`config.mk`:
```
export PLATFORM = sky130hd
export DESIGN_NAME = platform_scroller
export DESIGN_NICKNAME = d
export VERILOG_FILES = /design/src/rtl/platform_scroller.sv
export SDC_FILE = /design/constraint.sdc
export NUM_CORES = 1
export LEC_CHECK = 0
export ABC_CLOCK_PERIOD_IN_PS = 5400
export BUFFER_PORTS_ARGS = -buffer_cell sky130_fd_sc_hd__buf_2
export CORE_MARGIN = 2
export CORE_UTILIZATION = 58
export CTS_CLUSTER_DIAMETER = 40
export DETAILED_ROUTE_END_ITERATION = 7
export PLACE_DENSITY = 0.79
export REMOVE_ABC_BUFFERS = 1
export SETUP_SLACK_MARGIN = 0.2
export SLEW_MARGIN = 20
export SYNTH_ARGS = -nofsm -noshare
export SYNTH_HDL_FRONTEND = slang
export SYNTH_SLANG_ARGS = --single-unit
```
`constraint.sdc`:
```
create_clock -name Clk -period 5.4 [get_ports Clk]
set_input_delay 0.81 -clock Clk [delete_from_list [all_inputs] [get_ports Clk]]
set_output_delay 0.81 -clock Clk [all_outputs]
set_load 0.02 [all_outputs]
```
`src/rtl/platform_scroller.sv`:
```
// platform_scroller
//   Owns the platform field of the doodle game. Once per frame (rising edge of
//   frame_clk) it latches the ball state, scrolls the field down when the ball
//   is above the scroll line, respawns platforms that fell off the bottom at the
//   top with an LFSR-chosen X, looks for a landing and accumulates the score.
// Ports
//   Clk, Reset     system clock, synchronous active-high reset
//   frame_clk      VGA_VS, synchronous to Clk; rising edge starts an update
//   BallX/Y/S      ball centre and half-size; BallFalling = moving downward
//   DrawX/DrawY    current pixel from the VGA controller
//   PlatPixel      registered: previous cycle's pixel lies on a platform
//   Land/LandY     one-cycle landing pulse and top Y of the platform hit
//   ScrollAmt      scroll applied by the last update
//   Score          cumulative scroll, saturating
//   Busy           update in progress
module platform_scroller #(
  parameter int          NUM_PLAT    = 8,
  parameter int          PLAT_W      = 64,
  parameter int          PLAT_H      = 8,
  parameter int          SCREEN_W    = 640,
  parameter int          SCREEN_H    = 480,
  parameter int          SCROLL_LINE = 160,
  parameter int          MAX_SCROLL  = 16,
  parameter logic [15:0] LFSR_SEED   = 16'hACE1
) (
  input  logic        Clk,
  input  logic        Reset,
  input  logic        frame_clk,
  input  logic [9:0]  BallX,
  input  logic [9:0]  BallY,
  input  logic [9:0]  BallS,
  input  logic        BallFalling,
  input  logic [9:0]  DrawX,
  input  logic [9:0]  DrawY,
  output logic        PlatPixel,
  output logic        Land,
  output logic [9:0]  LandY,
  output logic [9:0]  ScrollAmt,
  output logic [15:0] Score,
  output logic        Busy
);

  localparam int              KW        = (NUM_PLAT > 1) ? $clog2(NUM_PLAT) : 1;
  localparam logic [KW-1:0]   LAST_K    = KW'(NUM_PLAT - 1);
  localparam int              ROW_PITCH = SCREEN_H / NUM_PLAT;
  localparam logic [9:0]      SCR_H     = 10'(SCREEN_H);
  localparam logic [9:0]      SPAN      = 10'(SCREEN_W - PLAT_W);
  localparam logic [9:0]      LINE      = 10'(SCROLL_LINE);
  localparam logic [9:0]      MAXS      = 10'(MAX_SCROLL);
  localparam logic [10:0]     PW11      = 11'(PLAT_W);
  localparam logic [10:0]     PH11      = 11'(PLAT_H);

  typedef enum logic [2:0] {IDLE, SCROLL, RESPAWN, CHECK, DONE} state_t;

  // Fibonacci LFSR, taps 16,14,13,11, shifting toward bit 0.
  function automatic logic [15:0] lfsr_next(input logic [15:0] v);
    return {v[0] ^ v[2] ^ v[3] ^ v[5], v[15:1]};
  endfunction

  function automatic logic [15:0] sat_add16(input logic [15:0] a, input logic [9:0] b);
    logic [16:0] sum;
    sum = {1'b0, a} + {7'd0, b};
    return sum[16] ? 16'hFFFF : sum[15:0];
  endfunction

  state_t          state_r, state_s;
  logic            frame_clk_q_r;
  logic            tick_s;
  logic [KW-1:0]   k_r;
  logic [9:0]      shift_r, shift_s, diff_s;
  logic [9:0]      ball_x_r, ball_y_r, ball_s_r;
  logic            ball_f_r;
  logic [9:0]      py_r [NUM_PLAT];
  logic [9:0]      px_r [NUM_PLAT];
  logic [15:0]     lfsr_r;
  logic [9:0]      rand_x_s;
  logic            hit_r, hit_k_s;
  logic [9:0]      win_y_r;
  logic [10:0]     bot_s, py_k_s, px_k_s, bx_s, bs_s;
  logic            pix_s;
  logic            plat_pixel_r, land_r;
  logic [9:0]      land_y_r, scroll_amt_r;
  logic [15:0]     score_r;

  assign tick_s    = frame_clk & ~frame_clk_q_r;
  assign PlatPixel = plat_pixel_r;
  assign Land      = land_r;
  assign LandY     = land_y_r;
  assign ScrollAmt = scroll_amt_r;
  assign Score     = score_r;
  assign Busy      = (state_r != IDLE);

  // Scroll amount for the frame being latched: distance above the line, clamped.
  always_comb begin
    diff_s  = LINE - BallY;
    shift_s = 10'd0;
    if (BallY < LINE) begin
      shift_s = (diff_s > MAXS) ? MAXS : diff_s;
    end else begin
      shift_s = 10'd0;
    end
  end

  // Fold the raw LFSR value into the legal platform X range.
  always_comb begin
    rand_x_s = lfsr_r[9:0];
    for (int j = 0; j < 2; j++) begin
      if (rand_x_s >= SPAN) begin
        rand_x_s = rand_x_s - SPAN;
      end else begin
        rand_x_s = rand_x_s;
      end
    end
  end

  // Landing test of slot k against the latched ball; all compares 11 bits wide.
  always_comb begin
    bx_s    = {1'b0, ball_x_r};
    bs_s    = {1'b0, ball_s_r};
    bot_s   = {1'b0, ball_y_r} + bs_s;
    py_k_s  = {1'b0, py_r[k_r]};
    px_k_s  = {1'b0, px_r[k_r]};
    hit_k_s = ball_f_r &&
              (py_k_s <= bot_s) && (bot_s < py_k_s + PH11) &&
              (bx_s + bs_s > px_k_s) && (bx_s < px_k_s + PW11 + bs_s);
  end

  // Per-pixel platform coverage from the live slot array.
  always_comb begin
    pix_s = 1'b0;
    for (int i = 0; i < NUM_PLAT; i++) begin
      if ((py_r[i] < SCR_H) &&
          (px_r[i] <= DrawX) && ({1'b0, DrawX} < {1'b0, px_r[i]} + PW11) &&
          (py_r[i] <= DrawY) && ({1'b0, DrawY} < {1'b0, py_r[i]} + PH11)) begin
        pix_s = 1'b1;
      end else begin
        pix_s = pix_s;
      end
    end
  end

  // Update FSM next-state: each of SCROLL/RESPAWN/CHECK walks all slots.
  always_comb begin
    state_s = state_r;
    case (state_r)
      IDLE:    state_s = tick_s ? SCROLL : IDLE;
      SCROLL:  state_s = (k_r == LAST_K) ? RESPAWN : SCROLL;
      RESPAWN: state_s = (k_r == LAST_K) ? CHECK : RESPAWN;
      CHECK:   state_s = (k_r == LAST_K) ? DONE : CHECK;
      DONE:    state_s = IDLE;
      default: state_s = IDLE;
    endcase
  end

  // FSM state register.
  always_ff @(posedge Clk) begin
    if (Reset) begin
      state_r <= IDLE;
    end else begin
      state_r <= state_s;
    end
  end

  // Slot field, LFSR, landing capture and registered outputs.
  always_ff @(posedge Clk) begin
    if (Reset) begin
      frame_clk_q_r <= 1'b0;
      k_r           <= '0;
      shift_r       <= 10'd0;
      ball_x_r      <= 10'd0;
      ball_y_r      <= 10'd0;
      ball_s_r      <= 10'd0;
      ball_f_r      <= 1'b0;
      lfsr_r        <= LFSR_SEED;
      hit_r         <= 1'b0;
      win_y_r       <= 10'd0;
      plat_pixel_r  <= 1'b0;
      land_r        <= 1'b0;
      land_y_r      <= 10'd0;
      scroll_amt_r  <= 10'd0;
      score_r       <= 16'd0;
      for (int i = 0; i < NUM_PLAT; i++) begin
        py_r[i] <= 10'(i * ROW_PITCH);
        px_r[i] <= 10'(72 * i);
      end
    end else begin
      frame_clk_q_r <= frame_clk;
      plat_pixel_r  <= pix_s;
      land_r        <= 1'b0;
      case (state_r)
        IDLE: begin
          k_r   <= '0;
          hit_r <= 1'b0;
          if (tick_s) begin
            ball_x_r <= BallX;
            ball_y_r <= BallY;
            ball_s_r <= BallS;
            ball_f_r <= BallFalling;
            shift_r  <= shift_s;
          end
        end
        SCROLL: begin
          py_r[k_r] <= py_r[k_r] + shift_r;
          k_r       <= (k_r == LAST_K) ? '0 : k_r + 1'b1;
        end
        RESPAWN: begin
          if (py_r[k_r] >= SCR_H) begin
            py_r[k_r] <= py_r[k_r] - SCR_H;
            px_r[k_r] <= rand_x_s;
            lfsr_r    <= lfsr_next(lfsr_r);
          end
          k_r <= (k_r == LAST_K) ? '0 : k_r + 1'b1;
        end
        CHECK: begin
          // First hit in index order wins; later hits leave the capture alone.
          if (hit_k_s && !hit_r) begin
            hit_r   <= 1'b1;
            win_y_r <= py_r[k_r];
          end
          k_r <= (k_r == LAST_K) ? '0 : k_r + 1'b1;
        end
        DONE: begin
          scroll_amt_r <= shift_r;
          score_r      <= sat_add16(score_r, shift_r);
          if (hit_r) begin
            land_r   <= 1'b1;
            land_y_r <= win_y_r;
          end
        end
        default: k_r <= '0;
      endcase
    end
  end

endmodule

```
==> results of run 1 <==
==> state kept, by name, indices dropped and copies added (netlist names), named ones only <==
register,cells
ball_y_r,10
k_r,3
ball_s_r,10
shift_r,10
Land,1
py_r,80
Score,16
PlatPixel,1
ball_x_r,10
win_y_r,10
hit_r,1
px_r,80
state_r,3
lfsr_r,16
LandY,10
frame_clk_q_r,1
ScrollAmt,10
ball_f_r,1
==> worst paths after layout <==
| kind | start | to | slack [ps] |
|---|---|---|---|
| min reg2reg | ScrollAmt[1] | ScrollAmt[1] | 450 |
| min | ScrollAmt[1] | ScrollAmt[1] | 450 |
| max | register | hit_r | 540 |
| max reg2reg | register | hit_r | 540 |
==> timing repair <==
item / CTS / global route
pin swaps: 0 / 0
endpoints found under the setup margin: 11 / 11
gates resized for setup: 1 / 3
==> cell type report <==
cell class | count | area [µm²]
timing repair buffer | 108 | 587
clock buffer | 42 | 827
multi-input combinational | 1915 | 14800
sequential | 276 | 7130
tap | 518 | 648
clock inverter | 15 | 138
inverter | 206 | 773
fill | 3166 | 14000
==> logic make-up after synthesis <==
family / count (synthesis) / share of synthesized area
fa+ha+maj: 449 / 0.246
simple gates: 787 / 0.167
buf+inv: 268 / 0.0451
xor+xnor: 106 / 0.0404
flops: 276 / 0.310
compound gates: 509 / 0.140
mux: 64 / 0.0510
==> power breakdown <==
| part | leakage, nW | total, mW | switching [mW] | internal (mW) |
|---|---|---|---|---|
| combinational | 7.83 | 1.05 | 0.638 | 0.417 |
| sequential | 2.41 | 2.36 | 0.0837 | 2.27 |
| clock | 0.466 | 2.02 | 0.887 | 1.13 |
==> cell usage after synthesis (11+ instances only) <==
cell type  count  area share
ha_1         444        0.24
nand2_1      251       0.041
inv_1        206       0.034
a21oi_1      181       0.039
nor2_1       165       0.027
edfxtp_1     160        0.21
dfxtp_1      116        0.10
o21ai_0      106       0.023
nand3_1       77       0.017
xor2_1        58       0.022
and2_1        50       0.014
xnor2_1       48       0.018
nor2b_1       43       0.012
clkbuf_1      41      0.0067
nand4_1       40       0.011
mux4_2        39       0.038
nor3_1        37      0.0081
a211oi_1      36       0.012
nand2b_1      32      0.0087
a21o_1        30      0.0098
mux2i_1       19      0.0083
o21a_1        19      0.0062
a31oi_1       18      0.0049
and3_1        18      0.0049
o211ai_1      13      0.0042
a41o_1        11      0.0048
o21bai_1      11      0.0036
or2_2         11      0.0030
==> per-stage QoR <==
stage	setup slack, ps	util	setup TNS (ps)	power [mW]	cell area [µm²]
2_1_floorplan	-357	-	-3920	3.06	22700
5_1_grt	217	0.641	0	5.64	24900
3_5_place_dp	142	0.615	0	3.43	23900
6_report	541	0.641	0	5.43	24900
3_3_place_gp	386	0.615	0	3.38	23900
4_1_cts	252	0.640	0	5.42	24900
==> critical path, delay by kind of cell (launching register included) <==
family / cells / cell delay [ps]
flip-flops: 1 / 390
buffers and inverters: 3 / 620
adder cells (fa/ha/maj): 3 / 980
XOR/XNOR: 1 / 150
AO/OA/AOI/OAI: 4 / 850
multiplexers: 2 / 870
AND/OR/NAND/NOR: 3 / 850
==> routing by layer <==
layer / vias up / GRT usage / wire length, µm
met4: 0 / 0.111 / 2230
met5: - / 0 / 0
met1: 9209 / 0.437 / 27300
met2: 924 / 0.536 / 30600
met3: 158 / 0.0557 / 7160
li1: 9032 / - / -
==> placed cells by master, fill, tap and decap left out, types with 8 or more instances in the layout <==
master / count
nand2_1: 251
a211o_1: 9
and3_1: 18
inv_1: 206
and2_1: 50
nand3b_1: 9
xor2_1: 58
or3_1: 9
nand2b_1: 32
buf_4: 16
mux4_2: 39
a41o_1: 11
a2111oi_0: 8
edfxtp_1: 160
o21ai_0: 106
clkbuf_1: 10
xnor2_1: 48
nor2_1: 165
mux2i_1: 19
nor2b_1: 43
a21oi_1: 181
nand3_1: 76
a31oi_1: 18
nor3_1: 37
clkbuf_16: 31
o21a_1: 19
a21o_1: 30
dfxtp_1: 114
buf_2: 91
o21bai_1: 11
a211oi_1: 36
nand4_1: 40
o211ai_1: 13
ha_1: 444
or2_2: 11
==> impl_results.md, run 1 <==
- Die Y: 203 µm
- Initial antenna violation count: 0
- Startpoint types: register
- Synthesized area per cell: 9.34 µm²
- Seq/Total Area, Yosys: 0.310
- Hold depth: 2
- Final Non-Filler Cells: 3,080
- Max FO, Critical Path: 29
- Final Hold Fails: 0
- FP Rows: 72
- Mapped Area: 23,000 µm²
- Flops & latches, synth: 276
- Slew headroom: 0.307
- Worst vdd ir: 0.000256 V
- Period utilization: 0.900
- Clock transition at the registers of the reported paths: 60 ps
- Post-DP HPWL: 51.8 mm
- PD cells: 218 nW/µm²
- Final ANT Viol Nets: 0
- Hold WS: 455 ps
- CP Capture Type: register
- Die width: 203 µm
- Post-DR wirelength/cell: 21.8 µm
- Largest net degree at the start of global routing: 76
- Vias per cell: 6.27
- Via count: 19,323
- CTS H-tree depth: 1
- # DRC: 0
- # nets final: 3,041
- Final Max Slew Viols: 0
- YS warnings: 0
- Gate Count Post-Synth: 2,459
- CTS buffer count: 31
- Clock Tree Buf Depth: 3
- CP dominant cell by count: ha_1
- Ys async rst share: 0
- Area Overhead vs Synth: 8.51%
- Cells along the critical path: buf_4 -> buf_6 -> mux4_2 -> mux2i_1 -> inv_1 -> ha_1 -> ha_1 -> nand3_1 -> o211ai_1 -> o41ai_1 -> xor2_1 -> ha_1 -> a31oi_1 -> or4_4 -> nand3_2 -> a21oi_1
- # diodes: 0
- Number of global-route vias before repair: 19,004
- Max-Cap Viols: 0
- Final wirelength: 67.2 mm
- Top-Level Pins: 93
- Outcome: complete, no violations
- Placer congestion estimate: 1.03
- Post-CTS setup buffers: 0
- CP peak stage delay: 570 ps
- Quantity of I/O buffers inserted on ports: 92
- Pleak: 10.7 nW
- Global-route wire length before repair: 105 mm
- Die ar.: 41,200 µm²
- Worst path required time: 5850 ps
- GRT Overall Usage: 0.326
- Area of the core: 38,900 µm²
- Router iterations before antenna repair: 5
- Worst Path Arrival: 5310 ps
- Critical-path top delay cell: o41ai_1
- Top_reg_cell synth: edfxtp_1
- Worst-Skew Late Latency: 590 ps
- Starting Density: 0.590
- Hold WC Path Type: reg -> reg
- CTS tree: built
- CP Class: reg -> reg
- RSZ-0062 raised after global routing: false
- Clock Sinks: 276
- Placed Cells: 3,023
- Clock root buffer: clkbuf_16
- Clock skew: 18.3 ps
- 1st-iter DRT viols: 1,978
- Post-synth EDFFs: 160
- Ratio of cells with drive above 1 in the final layout: 0.0917
- Depth of the worst register-to-register path: 16
- Remaining Overflow, GRT: 0
- Fin crit period: 4860 ps
- Maximum clock frequency: 206 MHz
- # setup viols final: 0
- Worst-margin pin slew: 1030 ps
- Hold Buf Count CTS: 0
- Synth unique cells: 81
Note: power is estimated with default switching activity, not from simulation.
==> run 2: changes to the inputs <==
Settings changed: RECOVER_POWER set to 25.
==> run 2 against run 1 <==
- the flow now finishes with violations (max-capacitance violations, max-slew violations)
- via count is 0.21% higher
- clock-buffer cell count unchanged
- cell area decreased by 0.27%
- highest routed layer unchanged
==> impl_results.md, run 2 (same netlist as run 1, synthesis figures left out) <==
- Area of the core: 38,900 µm² (unchanged)
- Post-cts resize count: 1 (unchanged)
- # DRC: 0 (unchanged)
- # setup viols final: 0 (unchanged)
- GRT Overall Usage: 0.326 (unchanged)
- Slew headroom: -1.16 (was 0.307)
- Number of global-route vias before repair: 19,004 (unchanged)
- # diodes: 0 (unchanged)
- Hold Buf Count CTS: 0 (unchanged)
- Remaining Overflow, GRT: 0 (unchanged)
- Die width: 203 µm (unchanged)
- Overall power: 5.42 mW (was 5.43 mW)
- CTS buffer count: 31 (unchanged)
- Top flop regs: px_r: 80 flops, py_r: 80 flops (unchanged)
- Startpoint types: register (unchanged)
- Hold WS: 455 ps (about the same)
- 1st-iter DRT viols: 1,988 (was 1,978)
- Switching pwr: 1.60 mW (was 1.61 mW)
- FP Rows: 72 (unchanged)
- Final Hold Fails: 0 (unchanged)
- Post-CTS setup buffers: 0 (unchanged)
- CTS H-tree depth: 1 (unchanged)
- Clock Sinks: 276 (unchanged)
- CP dominant cell by count: ha_1 (unchanged)
- Post-DR wirelength/cell: 21.8 µm (about the same)
- # nets final: 3,041 (unchanged)
- CP peak stage delay: 560 ps (was 570 ps)
- Vias per cell: 6.29 (was 6.27)
- Clock transition at the registers of the reported paths: 60 ps (about the same)
- Area Overhead vs Synth: 8.22% (was 8.51%)
- Worst vdd ir: 0.000252 V (was 0.000256 V)
- Pleak: 10.5 nW (was 10.7 nW)
- Initial antenna violation count: 0 (unchanged)
- CP Class: reg -> reg (unchanged)
- Cells along the critical path: buf_4 -> buf_6 -> mux4_2 -> mux2i_1 -> inv_1 -> ha_1 -> ha_1 -> nand3_1 -> o211ai_1 -> o41ai_1 -> xor2_1 -> ha_1 -> a31oi_1 -> or4_4 -> nand3_2 -> a21oi_1 (unchanged)
- Final wirelength: 67.2 mm (about the same)
- Maximum clock frequency: 205 MHz (was 206 MHz)
- Most frequent cells in the layout: 444 x ha_1, 251 x nand2_1, 206 x inv_1, 181 x a21oi_1, 165 x nor2_1 (unchanged)
- Area after DPL: 23,900 µm² (unchanged)
- RSZ-0062 raised after global routing: false (unchanged)
- Design Area, Final: 24,900 µm² (about the same)
- Worst-Skew Late Latency: 590 ps (about the same)
- Via count: 19,364 (was 19,323)
- Pre-CTS worst setup slack: 142 ps (unchanged)
- Final ANT Viol Nets: 0 (unchanged)
- Commonest non-fill, non-tap cell in the layout: ha_1 (unchanged)
- PD cells: 218 nW/µm² (about the same)
- Global-route wire length before repair: 105 mm (unchanged)
- Clock Tree Buf Depth: 3 (unchanged)
- Worst Path Arrival: 5310 ps (about the same)
- Switching share of power: 0.296 (about the same)
- Largest net degree at the start of global routing: 76 (unchanged)
- Max-Cap Viols: 2 (was 0)
- Quantity of I/O buffers inserted on ports: 92 (unchanged)
- Clock root buffer: clkbuf_16 (unchanged)
- Die ar.: 41,200 µm² (unchanged)
- Router iterations before antenna repair: 5 (unchanged)
- Fin crit period: 4890 ps (was 4860 ps)
- CTS tree: built (unchanged)
- Final worst slack: 513 ps (was 541 ps)
- Ratio of cells with drive above 1 in the final layout: 0.0749 (was 0.0917)
- Worst-margin pin slew: 3230 ps (was 1030 ps)
- Total negative slack: 0 ps (unchanged)
- Placer congestion estimate: 1.03 (unchanged)
- Failing checks: max-capacitance violations, max-slew violations
- Final Max Slew Viols: 112 (was 0)
- Starting Density: 0.590 (unchanged)
- Combinational group share of total power: 0.194 (about the same)
- Sequential Power Share: 0.434 (about the same)
- Hold WC Path Type: reg -> reg (unchanged)
- Top-Level Pins: 93 (unchanged)
- Internal power: 3.82 mW (about the same)
- Period utilization: 0.905 (was 0.900)
- Critical-path top delay cell: mux4_2 (was o41ai_1)
- Post-DP HPWL: 51.8 mm (unchanged)
- Max FO, Critical Path: 29 (unchanged)
- Worst path required time: 5820 ps (was 5850 ps)
- Die Y: 203 µm (unchanged)
- CP Capture Type: register (unchanged)
- Power share of the clock group: 0.372 (about the same)
- Outcome: complete, but fails checks (was complete, no violations)
- Clock skew: 18.4 ps (was 18.3 ps)
[run 2: final cells by class]
type,count,area [µm²]
clock buffer,42,827
clock inverter,15,138
fill,3197,14100
inverter,206,773
multi-input combinational,1915,14800
sequential,276,7130
tap,518,648
timing repair buffer,108,524
[run 2: final timing paths]
path | end | from | slack [ps] | cells past startpoint
min | win_y_r[8] | win_y_r[8] | 460 | 2
max reg2reg | hit_r | register | 510 | 16
max | hit_r | register | 510 | 16
min reg2reg | win_y_r[8] | win_y_r[8] | 460 | 2
[run 2: power by group through the flow]
| stage | Sequential, mW | Clock [mW] | Combinational [mW] |
|---|---|---|---|
| finish | 2.35 | 2.02 | 1.05 |
| detailed placement | 2.40 | 0 | 1.03 |
| CTS | 2.35 | 2.03 | 1.04 |
| floorplan | 2.36 | 0 | 0.699 |
| global route | 2.36 | 2.11 | 1.18 |
| global placement | 2.39 | 0 | 0.989 |
[run 2: per-layer routing]
| layer | track usage | up-vias | routed length (µm) |
|---|---|---|---|
| met3 | 0.0557 | 174 | 7120 |
| met1 | 0.437 | 9239 | 27200 |
| met4 | 0.111 | 0 | 2370 |
| li1 | - | 9034 | - |
| met5 | 0 | - | 0 |
| met2 | 0.536 | 917 | 30500 |
[run 2: critical path: cells and delay by family, from the launching register on]
family          cells  cell delay (ps)
fa+ha+maj           3              970
mux                 2              870
simple gates        3              860
compound gates      4              840
buf+inv             3              630
flops               1              390
xor+xnor            1              150
[run 2: metrics by stage]
step	utilization	instances
finish	0.639	3080
global route	0.639	3080
CTS	0.640	3080
detailed placement	0.615	3023
global placement	0.615	3023
floorplan	-	2397
==> run 3: changes to the inputs <==
Settings changed: CELL_PAD_IN_SITES_DETAIL_PLACEMENT set to 1, CELL_PAD_IN_SITES_GLOBAL_PLACEMENT set to 2, CORE_UTILIZATION 58 to 38, CTS_BUF_LIST set to sky130_fd_sc_hd__clkbuf_4, PLACE_DENSITY 0.79 to not set, PLACE_DENSITY_LB_ADDON set to 0.1.
==> run 3 against run 2 <==
- the run still ends with max-capacitance violations, max-slew violations left
- largest cell class unchanged
- utilization shrank 22 points
- largest power group unchanged
- sequential power is essentially flat
- register-to-register slack lost 20 ps
- critical endpoint is now win_y_r[5]
- maximum frequency fell by 0.41%
==> impl_results.md, run 3 (same netlist as run 1, synthesis figures left out) <==
- PD cells: 217 nW/µm² (was 218 nW/µm²)
- 1st-iter DRT viols: 1,039 (was 1,988)
- Router iterations before antenna repair: 7 (was 5)
- Worst-margin pin slew: 3230 ps (about the same)
- # nets final: 3,097 (was 3,041)
- Vias per cell: 5.63 (was 6.29)
- Post-DP HPWL: 64.5 mm (was 51.8 mm)
- CTS tree: built (unchanged)
- Max-Cap Viols: 1 (was 2)
- Top-Level Pins: 93 (unchanged)
- Clock root buffer: clkbuf_4 (was clkbuf_16)
- Area Overhead vs Synth: 10.6% (was 8.22%)
- Depth of the worst register-to-register path: 20 (was 16)
- Worst Path Arrival: 5570 ps (was 5310 ps)
- Number of global-route vias before repair: 20,243 (was 19,004)
- Via count: 19,316 (was 19,364)
- CP dominant cell by count: a21o_1 (was ha_1)
- Critical-path top delay cell: mux4_2 (unchanged)
- Commonest non-fill, non-tap cell in the layout: ha_1 (unchanged)
- Hold depth: 3 (was 2)
- Placer congestion estimate: 0.928 (was 1.03)
- GRT Overall Usage: 0.261 (was 0.326)
- Worst vdd ir: 0.000128 V (was 0.000252 V)
- Clock transition at the registers of the reported paths: 70 ps (was 60 ps)
- Hold WC Path Type: in -> reg (was reg -> reg)
- Max FO, Critical Path: 10 (was 29)
- CP Capture Type: register (unchanged)
- Die Y: 250 µm (was 203 µm)
- Clock Tree Buf Depth: 3 (unchanged)
- Remaining Overflow, GRT: 0 (unchanged)
- Final wirelength: 81.7 mm (was 67.2 mm)
- Design Area, Final: 25,400 µm² (was 24,900 µm²)
- Crit-path leading delay family: compound AO/OA/AOI/OAI gates (was adder cells)
- Initial antenna violation count: 1 (was 0)
- CTS H-tree depth: 3 (was 1)
- Slew headroom: -1.15 (was -1.16)
- Clock skew: 55.9 ps (was 18.4 ps)
- Placed Cells: 3,294 (was 3,023)
- Top flop regs: px_r: 80 flops, py_r: 80 flops (unchanged)
- Area after DPL: 24,300 µm² (was 23,900 µm²)
- # DRC: 0 (unchanged)
- Area of the core: 60,000 µm² (was 38,900 µm²)
- Cells along the critical path: mux4_2 -> mux2i_2 -> inv_1 -> ha_1 -> ha_1 -> nor2b_1 -> o21ai_0 -> nand2b_1 -> a21o_1 -> a21o_1 -> a21o_1 -> a21oi_1 -> xor2_1 -> ha_1 -> a21o_1 -> a31oi_1 -> or4_1 -> buf_4 -> a41o_1 -> a21oi_1 (was buf_4 -> buf_6 -> mux4_2 -> mux2i_1 -> inv_1 -> ha_1 -> ha_1 -> nand3_1 -> o211ai_1 -> o41ai_1 -> xor2_1 -> ha_1 -> a31oi_1 -> or4_4 -> nand3_2 -> a21oi_1)
- Fin crit period: 4910 ps (was 4890 ps)
- Ratio of cells with drive above 1 in the final layout: 0.106 (was 0.0749)
- Post-DR wirelength/cell: 23.8 µm (was 21.8 µm)
- Maximum clock frequency: 204 MHz (was 205 MHz)
- Final Non-Filler Cells: 3,433 (was 3,080)
- Worst-Skew Late Latency: 790 ps (was 590 ps)
- Failing checks: max-capacitance violations, max-slew violations (unchanged)
- FP Rows: 90 (was 72)
- Period utilization: 0.909 (was 0.905)
- Hold Buf Count CTS: 0 (unchanged)
- Outcome: complete, but fails checks (unchanged)
- Pleak: 10.7 nW (was 10.5 nW)
- Final Hold Fails: 0 (unchanged)
- Die ar.: 62,400 µm² (was 41,200 µm²)
- Most frequent cells in the layout: 444 x ha_1, 251 x nand2_1, 206 x inv_1, 181 x a21oi_1, 165 x nor2_1 (unchanged)
- RSZ-0062 raised after global routing: false (unchanged)
- Worst path required time: 6060 ps (was 5820 ps)
- Startpoint types: register (unchanged)
- Worst path bufs/invs: 2 (was 3)
- Quantity of I/O buffers inserted on ports: 92 (unchanged)
- WP depth: 20 (was 16)
- CTS buffer count: 76 (was 31)
- Clock Sinks: 276 (unchanged)
- CP peak stage delay: 530 ps (was 560 ps)
- Final Max Slew Viols: 72 (was 112)
- Global-route wire length before repair: 123 mm (was 105 mm)
- Final ANT Viol Nets: 0 (unchanged)
- # setup viols final: 0 (unchanged)
- Largest net degree at the start of global routing: 72 (was 76)
- Starting Density: 0.383 (was 0.590)
- CP Class: reg -> reg (unchanged)
- Die width: 250 µm (was 203 µm)
run 3: power by group:
group	internal, mW	switching [mW]
Sequential	2.27	0.0939
Clock	1.13	0.924
Combinational	0.429	0.673
run 3: final cells by class:
cell class | count | area [µm²]
diodes | 2 | 5.00
clock buffers | 103 | 773
clock inverters | 30 | 256
fillers | 6950 | 34600
inverters | 206 | 773
multi-input cells | 1915 | 14900
flip-flops and latches | 276 | 7130
well taps | 782 | 978
repair buffers | 119 | 624
run 3: path summary, 6_finish.rpt:
path,slack (ps),end,from
worst min register to register,430,LandY[5],win_y_r[5]
worst max register to register,490,win_y_r[5],register
worst min-delay path,280,ball_f_r,BallFalling
worst max-delay path,490,win_y_r[5],register
run 3: worst register-to-register path, delay by kind of cell, from the launching register on:
kind | cells | cell delay [ps]
adder cells (fa/ha/maj) | 3 | 930
XOR/XNOR | 1 | 90
flip-flops | 1 | 440
buffers and inverters | 2 | 310
multiplexers | 2 | 880
AO/OA/AOI/OAI | 9 | 1360
AND/OR/NAND/NOR | 3 | 750
run 3: layer usage:
layer / share of wire / wire length (µm) / GRT usage / up-vias
met3: 0.042 / 3460 / 0.0319 / 89
li1: - / - / - / 9174
met1: 0.47 / 38200 / 0.352 / 9645
met4: 0.021 / 1690 / 0.0730 / 0
met2: 0.47 / 38400 / 0.439 / 408
met5: 0 / 0 / 0 / -
run 3: per-stage QoR:
step	util	setup slack, ps	TNS (ps)	total power, mW	hold slack (ps)
5_1_grt	0.423	193	0	5.82	250
3_5_place_dp	0.405	252	0	3.50	442
3_3_place_gp	0.405	308	0	3.46	432
6_report	0.423	493	0	5.52	281
4_1_cts	0.423	220	0	5.57	203
2_1_floorplan	-	-357	-3920	3.06	421
run 3: repair_timing:
action,CTS,global route
endpoints found under the setup margin,1,11
hold endpoints to repair,0,0
buffers inserted,0,4
gates resized for setup,1,15
